$ cat src/rtl/cpu_pkg.sv
// Shared CPU definitions: datapath widths, default halt encoding and the
// fetch buffer state type.
package cpu_pkg;

  localparam int PC_W   = 8;
  localparam int INST_W = 9;

  localparam logic [INST_W-1:0] HALT_OPCODE_DEF = 9'h1FF;

  typedef enum logic {
    FB_RUN    = 1'b0,
    FB_HALTED = 1'b1
  } fb_state_e;

endpackage

$ cat src/rtl/fb_storage.sv
// Entry array for the fetch buffer: DEPTH registers, one write port and one
// asynchronous read port. Contents are not reset.
module fb_storage #(
  parameter int DEPTH = 2,
  parameter int W     = 17,
  parameter int AW    = $clog2(DEPTH)
) (
  input  logic          clk,
  input  logic          we_i,
  input  logic [AW-1:0] waddr_i,
  input  logic [W-1:0]  wdata_i,
  input  logic [AW-1:0] raddr_i,
  output logic [W-1:0]  rdata_o
);

  logic [W-1:0] mem_q [DEPTH];

  // Write the presented entry into the slot at the write pointer.
  always_ff @(posedge clk) begin
    if (we_i) begin
      mem_q[waddr_i] <= wdata_i;
    end
  end

  assign rdata_o = mem_q[raddr_i];

endmodule

$ cat src/rtl/fetch_buffer.sv
// Fetch buffer between the fetch stage and decode: a small FIFO of
// {pc, inst} entries with flush and halt detection.
// Optional feature: define FETCH_BUFFER_HALT_DETECT_EN to stop intake after
// the halt opcode is accepted and raise halt_out once the buffer drains.
// Without it the buffer never leaves FB_RUN and halt_out is tied low.
module fetch_buffer
  import cpu_pkg::*;
#(
  parameter int                DEPTH       = 2,
  parameter logic [INST_W-1:0] HALT_OPCODE = HALT_OPCODE_DEF
) (
  input  logic                       clk,
  input  logic                       reset,
  input  logic                       in_valid,
  input  logic [PC_W-1:0]            in_pc,
  input  logic [INST_W-1:0]          in_inst,
  output logic                       in_ready,
  output logic                       out_valid,
  output logic [PC_W-1:0]            out_pc,
  output logic [INST_W-1:0]          out_inst,
  input  logic                       out_ready,
  input  logic                       flush,
  output logic                       halt_out,
  output logic [$clog2(DEPTH):0]     count
);

  localparam int AW = $clog2(DEPTH);
  localparam int CW = AW + 1;
  localparam int EW = PC_W + INST_W;

`ifdef FETCH_BUFFER_HALT_DETECT_EN
  localparam bit HALT_EN = 1'b1;
`else
  localparam bit HALT_EN = 1'b0;
`endif

  fb_state_e     state_q, state_d;
  logic [AW-1:0] wr_ptr_q, wr_ptr_d;
  logic [AW-1:0] rd_ptr_q, rd_ptr_d;
  logic [CW-1:0] count_q, count_d;

  logic          push;
  logic          pop;
  logic [EW-1:0] rdata;

  // in_ready depends only on registered state, never on out_ready.
  assign in_ready  = (count_q < CW'(DEPTH)) && (state_q == FB_RUN);
  assign out_valid = (count_q != '0);
  assign push      = in_valid && in_ready;
  assign pop       = out_valid && out_ready;
  assign count     = count_q;
  assign out_pc    = rdata[EW-1:INST_W];
  assign out_inst  = rdata[INST_W-1:0];

  // A flush discards the cycle's push, so nothing is written then.
  fb_storage #(
    .DEPTH (DEPTH),
    .W     (EW),
    .AW    (AW)
  ) u_storage (
    .clk     (clk),
    .we_i    (push && !flush),
    .waddr_i (wr_ptr_q),
    .wdata_i ({in_pc, in_inst}),
    .raddr_i (rd_ptr_q),
    .rdata_o (rdata)
  );

  // Next-state for pointers, occupancy and halt FSM; flush overrides all.
  always_comb begin
    state_d  = state_q;
    wr_ptr_d = wr_ptr_q;
    rd_ptr_d = rd_ptr_q;
    count_d  = count_q;
    halt_out = HALT_EN && (state_q == FB_HALTED) && (count_q == '0);

    if (flush) begin
      state_d  = FB_RUN;
      wr_ptr_d = '0;
      rd_ptr_d = '0;
      count_d  = '0;
    end else begin
      if (push) begin
        wr_ptr_d = wr_ptr_q + AW'(1);
      end
      if (pop) begin
        rd_ptr_d = rd_ptr_q + AW'(1);
      end
      if (push && !pop) begin
        count_d = count_q + CW'(1);
      end else if (pop && !push) begin
        count_d = count_q - CW'(1);
      end
      if (HALT_EN && push && (in_inst == HALT_OPCODE)) begin
        state_d = FB_HALTED;
      end
    end
  end

  // State registers; reset takes priority over every other event.
  always_ff @(posedge clk) begin
    if (reset) begin
      state_q  <= FB_RUN;
      wr_ptr_q <= '0;
      rd_ptr_q <= '0;
      count_q  <= '0;
    end else begin
      state_q  <= state_d;
      wr_ptr_q <= wr_ptr_d;
      rd_ptr_q <= rd_ptr_d;
      count_q  <= count_d;
    end
  end

endmodule

$ cat config.mk
export PLATFORM = sky130hd
export DESIGN_NAME = fetch_buffer
export DESIGN_NICKNAME = d
export VERILOG_FILES = /design/src/rtl/cpu_pkg.sv /design/src/rtl/fb_storage.sv /design/src/rtl/fetch_buffer.sv
export SDC_FILE = /design/constraint.sdc
export NUM_CORES = 1
export LEC_CHECK = 0
export ABC_AREA = 1
export CAP_MARGIN = 20
export CORE_MARGIN = 4
export CORE_UTILIZATION = 46
export DETAILED_ROUTE_END_ITERATION = 8
export PLACE_DENSITY = 0.78
export SYNTH_ARGS = -nofsm -noshare
export SYNTH_HDL_FRONTEND = slang
export SYNTH_SLANG_ARGS = --single-unit
$ cat constraint.sdc
create_clock -name clk -period 2.8 [get_ports clk]
set_input_delay 0.7 -clock clk [delete_from_list [all_inputs] [get_ports clk]]
set_output_delay 0.7 -clock clk [all_outputs]
set_load 0.03 [all_outputs]
==> results of run 1 <==
synth_stat cells:
master and instances:
conb_1 1, nand2_1 8, edfxtp_1 34, o21ai_0 2, nor2_1 4, ha_1 1
mux2_4 10, buf_6 1, inv_1 7, mux2_2 7, dfxtp_1 5, buf_12 1
a21oi_1 3, nand3_1 2, nand4_1 1, buf_4 1, nor3_1 2
area by class of cell:
type / count / area share (%)
Inverter: 7 / 1.25
Clock inverter: 1 / 1.43
Multi-Input combinational cell: 41 / 16.8
Tap cell: 44 / 2.63
Timing Repair Buffer: 48 / 22.2
Sequential cell: 39 / 53.5
Clock buffer: 7 / 2.15
kinds of logic (layout without fill, tap and decap cells):
logic type / Yosys count / count (layout)
compound gates: 5 / 5
fa+ha+maj: 1 / 1
buf+inv: 10 / 63
flops: 39 / 39
mux: 17 / 17
other cells: 1 / 1
simple gates: 17 / 17
flip-flops by register name (all words and copies together) (netlist names), named ones only:
register / cells
u_storage.mem_q: 34
wr_ptr_q: 1
rd_ptr_q: 1
count: 2
worst max-delay path: cells and delay by family (launching register included):
kind	cells	cell delay [ps]
flip-flops	1	350
multiplexers	1	320
buffers and inverters	2	820
per-stage QoR:
stage          std cells  utilization, %  worst slack, ps  power (mW)
3_3_place_gp         179            65.1              660       0.845
6_report             187            67.5              290        1.19
2_1_floorplan         90               -              306       0.768
5_1_grt              187            67.5              200        1.24
3_5_place_dp         179            65.1              628       0.852
4_1_cts              187            67.5              259        1.20
metal layers:
layer,track usage (%),share of wire (%)
met5,0,0
met4,6.22,1.1
met3,5.13,6.9
met2,24.9,53
met1,14.3,39
how the worst min path moves through the flow:
| stage | start | slack [ps] | depth (start not counted) | end |
|---|---|---|---|---|
| final | wr_ptr_q | 540 | 2 | wr_ptr_q |
| after global routing | wr_ptr_q | 580 | 2 | wr_ptr_q |
| after CTS | wr_ptr_q | 540 | 2 | wr_ptr_q |
| after detailed placement | wr_ptr_q | 520 | 2 | wr_ptr_q |
| after global placement | rd_ptr_q | 480 | 2 | rd_ptr_q |
| after floorplan | wr_ptr_q | 460 | 2 | wr_ptr_q |
power groups by stage:
stage	logic, mW	clock network, mW	registers (mW)
3_3_place_gp	0.174	0	0.671
2_1_floorplan	0.0927	0	0.676
3_5_place_dp	0.179	0	0.672
5_1_grt	0.192	0.388	0.661
6_report	0.178	0.354	0.659
4_1_cts	0.180	0.365	0.659
==> metrics.csv, run 1 <==
stage,metric,value,unit
place,post-dp-hpwl,2010,microns
sta,max_freq,398,MHz
synth,synth.area.top_cells,"edfxtp_1, mux2_4, dfxtp_1",
sta,grt_setup_unrepaired,no,
power,power_frac_comb,15.0,%
finish,final_common_cell,clkdlybuf4s50_1,
critical_path,crit_required,2100,ps
critical_path,critical_path_class,flop to output port,
power,switching_power,262,uW
critical_path,rr_startpoint,count[1],
min_path,hp-class,flop to flop,
place,numPortBuffers,42,
critical_path,cp_slowest_stage_delay,590,ps
clock_tree,cts-resized-gates,0,
outcome,run_status,"finished, final reports clean",
critical_path,kind_of_start_point_of_the_critical_path,flop,
clock_tree,ctsHtreeMaxLevel,2,
synth,muxShareOfSynthArea,15.0,%
floorplan,area_of_the_placeable_core,0.00310,sq mm
finish,layout_common_cells,"clkdlybuf4s50_1, edfxtp_1, mux2_4",
sta,hold_violation_count_in_the_final_report,0,
critical_path,critical_path.endpoint_type,output port,
synth,postSynthAreaPerCell,17.0,sq um
sta,number_of_max_slew_violations_in_the_final_report,0,
synth,ys_warn_count,0,
finish,fill_cells,258,
critical_path,worst-endpoint-arrival,1810,ps
critical_path,rr_worst_depth,9,
drt,viasPerCell,4.72,
synth,synth_cell_area,0.00153,sq mm
floorplan,initial_standard_cell_utilization_of_the_core,49.2,%
drt,detail_route.wl_per_cell,14.2,microns
synth,synth_largest_area_cell,edfxtp_1,
sta,fin_hold_ws,536,ps
sta,timing.setup.tns,0,ps
clock_tree,clock_latency_late_sink,320,ps
drt,vias,883,
place,place.gp.congestion,0.684,
critical_path,crit_chain,"buf_4, mux2_4, clkdlybuf4s50_1",
drt,drc_errors,0,
synth,ys_seq_area_share,73.4,%
floorplan,fp-row-count,20,
power,power.ir.vdd_worst,0.360,mV
critical_path,crit_fanout,10,
synth,synth_simple_gate_area_share,4.67,%
critical_path,critPathCapture,out_pc[1],
synth,total_of_flip_flops_plus_latches_after_synthesis,39,
synth,synth-adder-area-share,0.819,%
critical_path,worstReg2RegEnd,count[1],
sta,timing.clock.skew,6.30,ps
clock_tree,clk_pin_slew_worst_paths,100,ps
drt,total_iterations_of_the_first_detailed_routing_run,4,
finish,register_area,0.00112,sq mm
clock_tree,numCtsBuffers,5,
power,p_sw_share,22.0,%
clock_tree,postCtsSetupBuffers,0,
clock_tree,clock_sink_count,39,
job,cap_viol_max_count,0,
synth,post_synth_top_area_share,66.8,%
floorplan,width_of_the_chip,65.6,microns
floorplan,design.die.area,0.00431,sq mm
critical_path,reg2reg_setup_slack,1360,ps
grt,grt.overflow.total,0,
clock_tree,ctsLongestPathBuffers,2,
place,cell_area_after_placement,0.00202,sq mm
synth,synth_top_family_by_area,multiplexers,
synth,synthesis.nets,113,
drt,antenna_left,0,
synth,yosysUniqueCellTypes,17,
power,p_int,930,uW
floorplan,fp.dieH,65.6,microns
synth,synthesized_area_fraction_occupied_by_xor_and_xnor_cells,0,%
drt,drt-total-wl,2660,microns
finish,final_area,0.00209,sq mm
drt,drtIter0Drc,39,
clock_tree,clk_root_buffer_cell,clkbuf_4,
sta,final_min_period_over_clock_period,89.6,%
grt,global_route_wire_length_before_repair,4330,microns
power,seq_power_share,55.3,%
synth,postSynthCellCount,90,
grt,grt_start_max_net_pins,13,
finish,nets,165,
clock_tree,tritoncts,yes,
clock_tree,holdBufCountCts,0,
finish,syn2layout_area_growth,37.1,%
finish,fraction_of_layout_instances_using_a_drive_strength_above_1,21.7,%
finish,area_used_by_multi_input_combinational_logic,352,sq um
floorplan,num_ports,44,
grt,grt.total_usage,13.9,%
power,leakagePower,0.757,nW
grt,initial_antenna_violation_count,0,
synth,synth_compound_gate_area_share,1.64,%
power,p_clk_share,29.7,%
finish,antenna_cells,0,
grt,first_global_vias,954,
power,power_density,569,mW/mm^2
sta,setup_viol,0,
sta,fin_crit,2510,ps
critical_path,crit_path_top_delay_cell,clkdlybuf4s50_1,
No activity file was read; power rests on OpenSTA's default activity.
==> run 2, diff against run 1 <==
--- a/config.mk
+++ b/config.mk
@@ -5,12 +5,11 @@
 export SDC_FILE = /design/constraint.sdc
 export NUM_CORES = 1
 export LEC_CHECK = 0
-export ABC_AREA = 1
 export CAP_MARGIN = 20
 export CORE_MARGIN = 4
-export CORE_UTILIZATION = 46
+export CORE_UTILIZATION = 45
 export DETAILED_ROUTE_END_ITERATION = 8
-export PLACE_DENSITY = 0.78
+export PLACE_DENSITY = 0.77
 export SYNTH_ARGS = -nofsm -noshare
 export SYNTH_HDL_FRONTEND = slang
 export SYNTH_SLANG_ARGS = --single-unit
==> metrics.csv, run 2 <==
stage,metric,value,unit,change
grt,initial_antenna_violation_count,0,,unchanged
drt,drc_errors,0,,unchanged
finish,syn2layout_area_growth,37.0,%,about the same
finish,layout_common_cells,"clkdlybuf4s50_1, edfxtp_1, mux2_2",,
critical_path,crit_fanout,10,,unchanged
drt,drt-total-wl,2420,microns,-9.0%
sta,hold_violation_count_in_the_final_report,0,,unchanged
critical_path,crit_required,2100,ps,about the same
synth,synthFlopType,edfxtp_1,,
floorplan,initial_standard_cell_utilization_of_the_core,47.5,%,-1.7 points
grt,first_global_vias,902,,-5.5%
critical_path,critical_path_class,flop to output port,,
sta,max_freq,397,MHz,-0.26%
synth,synth.area.top_cells,"edfxtp_1, mux2_2, dfxtp_1",,
power,p_clk_share,21.9,%,-7.8 points
drt,detail_route.wl_per_cell,14.1,microns,-1.0%
clock_tree,numCtsBuffers,5,,unchanged
sta,setup_viol,0,,unchanged
clock_tree,tritoncts,yes,,
power,p_int,833,uW,-10%
place,place.gp.congestion,0.658,,-3.9%
grt,grt.total_usage,13.0,%,-0.94 points
place,numPlacedInstances,166,,-7.3%
finish,register_name_with_the_most_flops,u_storage.mem_q,,
floorplan,width_of_the_chip,65.0,microns,-0.94%
drt,viasPerCell,4.75,,+0.59%
clock_tree,cts-resized-gates,0,,unchanged
critical_path,critical_path.endpoint_type,output port,,
sta,fin_crit,2520,ps,+6.65 ps
floorplan,area_of_the_placeable_core,0.00308,sq mm,-0.81%
floorplan,num_ports,44,,unchanged
sta,fin_hold_ws,582,ps,+46.9 ps
clock_tree,clock_sink_count,39,,unchanged
finish,finalNonFillerCells,172,,-8.0%
synth,async_flop_share,0,%,unchanged
synth,ys_seq_area_share,76.6,%,+3.3 points
clock_tree,clock_latency_late_sink,310,ps,about the same
grt,global_route_wire_length_before_repair,4080,microns,-5.7%
critical_path,kind_of_start_point_of_the_critical_path,flop,,
min_path,hp-class,flop to flop,,
finish,nets,152,,-7.9%
place,post-dp-hpwl,1820,microns,-9.5%
sta,timing.clock.skew,7.04,ps,+0.737 ps
power,power_density,538,mW/mm^2,-5.5%
synth,synth_edf_count,34,,unchanged
synth,yosys.cell_count.top_type,edfxtp_1,,
synth,post_synth_top_area_share,69.8,%,+3.0 points
power,report.power.total,1.08,mW,-9.5%
grt,grt.overflow.total,0,,unchanged
clock_tree,ctsLongestPathBuffers,2,,unchanged
synth,yosysUniqueCellTypes,18,,+1
sta,number_of_max_slew_violations_in_the_final_report,0,,unchanged
critical_path,rr_worst_depth,4,,-5
job,cap_viol_max_count,0,,unchanged
power,seq_power_share,61.5,%,+6.2 points
power,power.ir.vdd_worst,0.318,mV,-12%
synth,ys_warn_count,0,,unchanged
finish,final_common_cell,clkdlybuf4s50_1,,
floorplan,fp.dieH,65.0,microns,-0.94%
synth,synth.top_cells.by_count,"edfxtp_1, mux2_2, dfxtp_1, nor3_1, xor2_1",,
drt,vias,817,,-7.5%
finish,antenna_cells,0,,unchanged
power,switching_power,244,uW,-6.6%
floorplan,fp-row-count,20,,unchanged
floorplan,design.die.area,0.00423,sq mm,-1.9%
clock_tree,postCtsSetupBuffers,0,,unchanged
synth,postSynthCellCount,78,,-13%
clock_tree,ctsHtreeMaxLevel,2,,unchanged
finish,final_area,0.00200,sq mm,-4.3%
sta,timing.setup.tns,0,ps,unchanged
critical_path,worst-endpoint-arrival,1820,ps,about the same
outcome,run_status,"finished, final reports clean",,
synth,synth_largest_area_cell,edfxtp_1,,
finish,fraction_of_layout_instances_using_a_drive_strength_above_1,23.4,%,+1.8 points
drt,drtIter0Drc,12,,-69%
power,power_frac_comb,16.6,%,+1.6 points
power,p_sw_share,22.7,%,+0.70 points
synth,total_of_flip_flops_plus_latches_after_synthesis,39,,unchanged
synth,postSynthAreaPerCell,18.8,sq um,+10%
synth,synthesis.nets,101,,-11%
clock_tree,clk_root_buffer_cell,clkbuf_4,,
finish,largest_reg_flops,34,,unchanged
synth,synth_cell_area,0.00146,sq mm,-4.3%
sta,final_min_period_over_clock_period,89.9,%,+0.24 points
drt,antenna_left,0,,unchanged
drt,total_iterations_of_the_first_detailed_routing_run,3,,-1
sta,grt_setup_unrepaired,no,,
place,numPortBuffers,42,,unchanged
clock_tree,holdBufCountCts,0,,unchanged
min_path,holdPathStages,2,,unchanged
grt,grt_start_max_net_pins,18,,+5
clock_tree,clk_pin_slew_worst_paths,100,ps,about the same
power,leakagePower,0.683,nW,-9.8%
place,cell_area_after_placement,0.00196,sq mm,-2.8%
-- run 2: changes by cell type in the layout (fill, tap and decap cells not counted), sizes merged, moves of 2 or more --
cell | previous run | this run
xor2 | 0 | 3
nand2 | 8 | 0
nor3 | 2 | 4
a21oi | 3 | 0
nor2 | 4 | 0
nand3 | 2 | 0
inv | 7 | 1
-- run 2: final timing paths --
kind / end / from / slack, ps
hold reg to reg: rd_ptr_q / rd_ptr_q / 580
setup / recovery: out_pc[5] / flop / 280
hold / removal: rd_ptr_q / rd_ptr_q / 580
setup reg to reg: count[1] / count[1] / 1100
-- run 2: routing by layer --
layer / wire length, microns / share of wire, % / up-vias / track usage (%)
met3: 145 / 6.0 / 5 / 3.81
met1: 1010 / 42 / 392 / 14.7
met5: 0 / 0 / - / 0
met4: 27 / 1.1 / 0 / 4.66
li1: - / - / 392 / -
met2: 1240 / 51 / 28 / 23.1
-- run 2: layout make-up --
cell class	instances	area [sq um]
multi-input cells	35	325
fillers	249	1070
repair buffers	47	458
clock buffers	6	41.3
well taps	44	55.1
inverters	1	3.75
flip-flops and latches	39	1120
-- run 2: logic make-up (layout without fill, tap and decap cells) --
family | Yosys count | after routing | share of synthesized area (%)
compound gates | 3 | 3 | 1.54
xor+xnor | 4 | 4 | 2.40
fa+ha+maj | 1 | 1 | 0.855
buf+inv | 4 | 54 | 1.45
flops | 39 | 39 | 76.6
mux | 17 | 17 | 13.1
other cells | 1 | 1 | 0.256
simple gates | 9 | 9 | 3.77
-- run 2: power groups by stage --
stage | Sequential [mW] | Clock [mW] | Combinational, mW
2_1_floorplan | 0.679 | 0 | 0.0901
3_3_place_gp | 0.675 | 0 | 0.176
3_5_place_dp | 0.677 | 0 | 0.180
4_1_cts | 0.663 | 0.248 | 0.181
5_1_grt | 0.666 | 0.272 | 0.191
6_report | 0.663 | 0.236 | 0.179
-- run 2: metrics by stage --
stage          util (%)  worst slack [ps]
6_report           65.1               284
5_1_grt            65.1               206
4_1_cts            65.1               260
3_5_place_dp       63.8               387
3_3_place_gp       63.8               476
2_1_floorplan         -               102
-- run 2: worst max-delay path: stages (launching register included) --
cell	delay [ps]
dfxtp_1	350
buf_4	200
mux2_2	350
clkdlybuf4s50_1	600
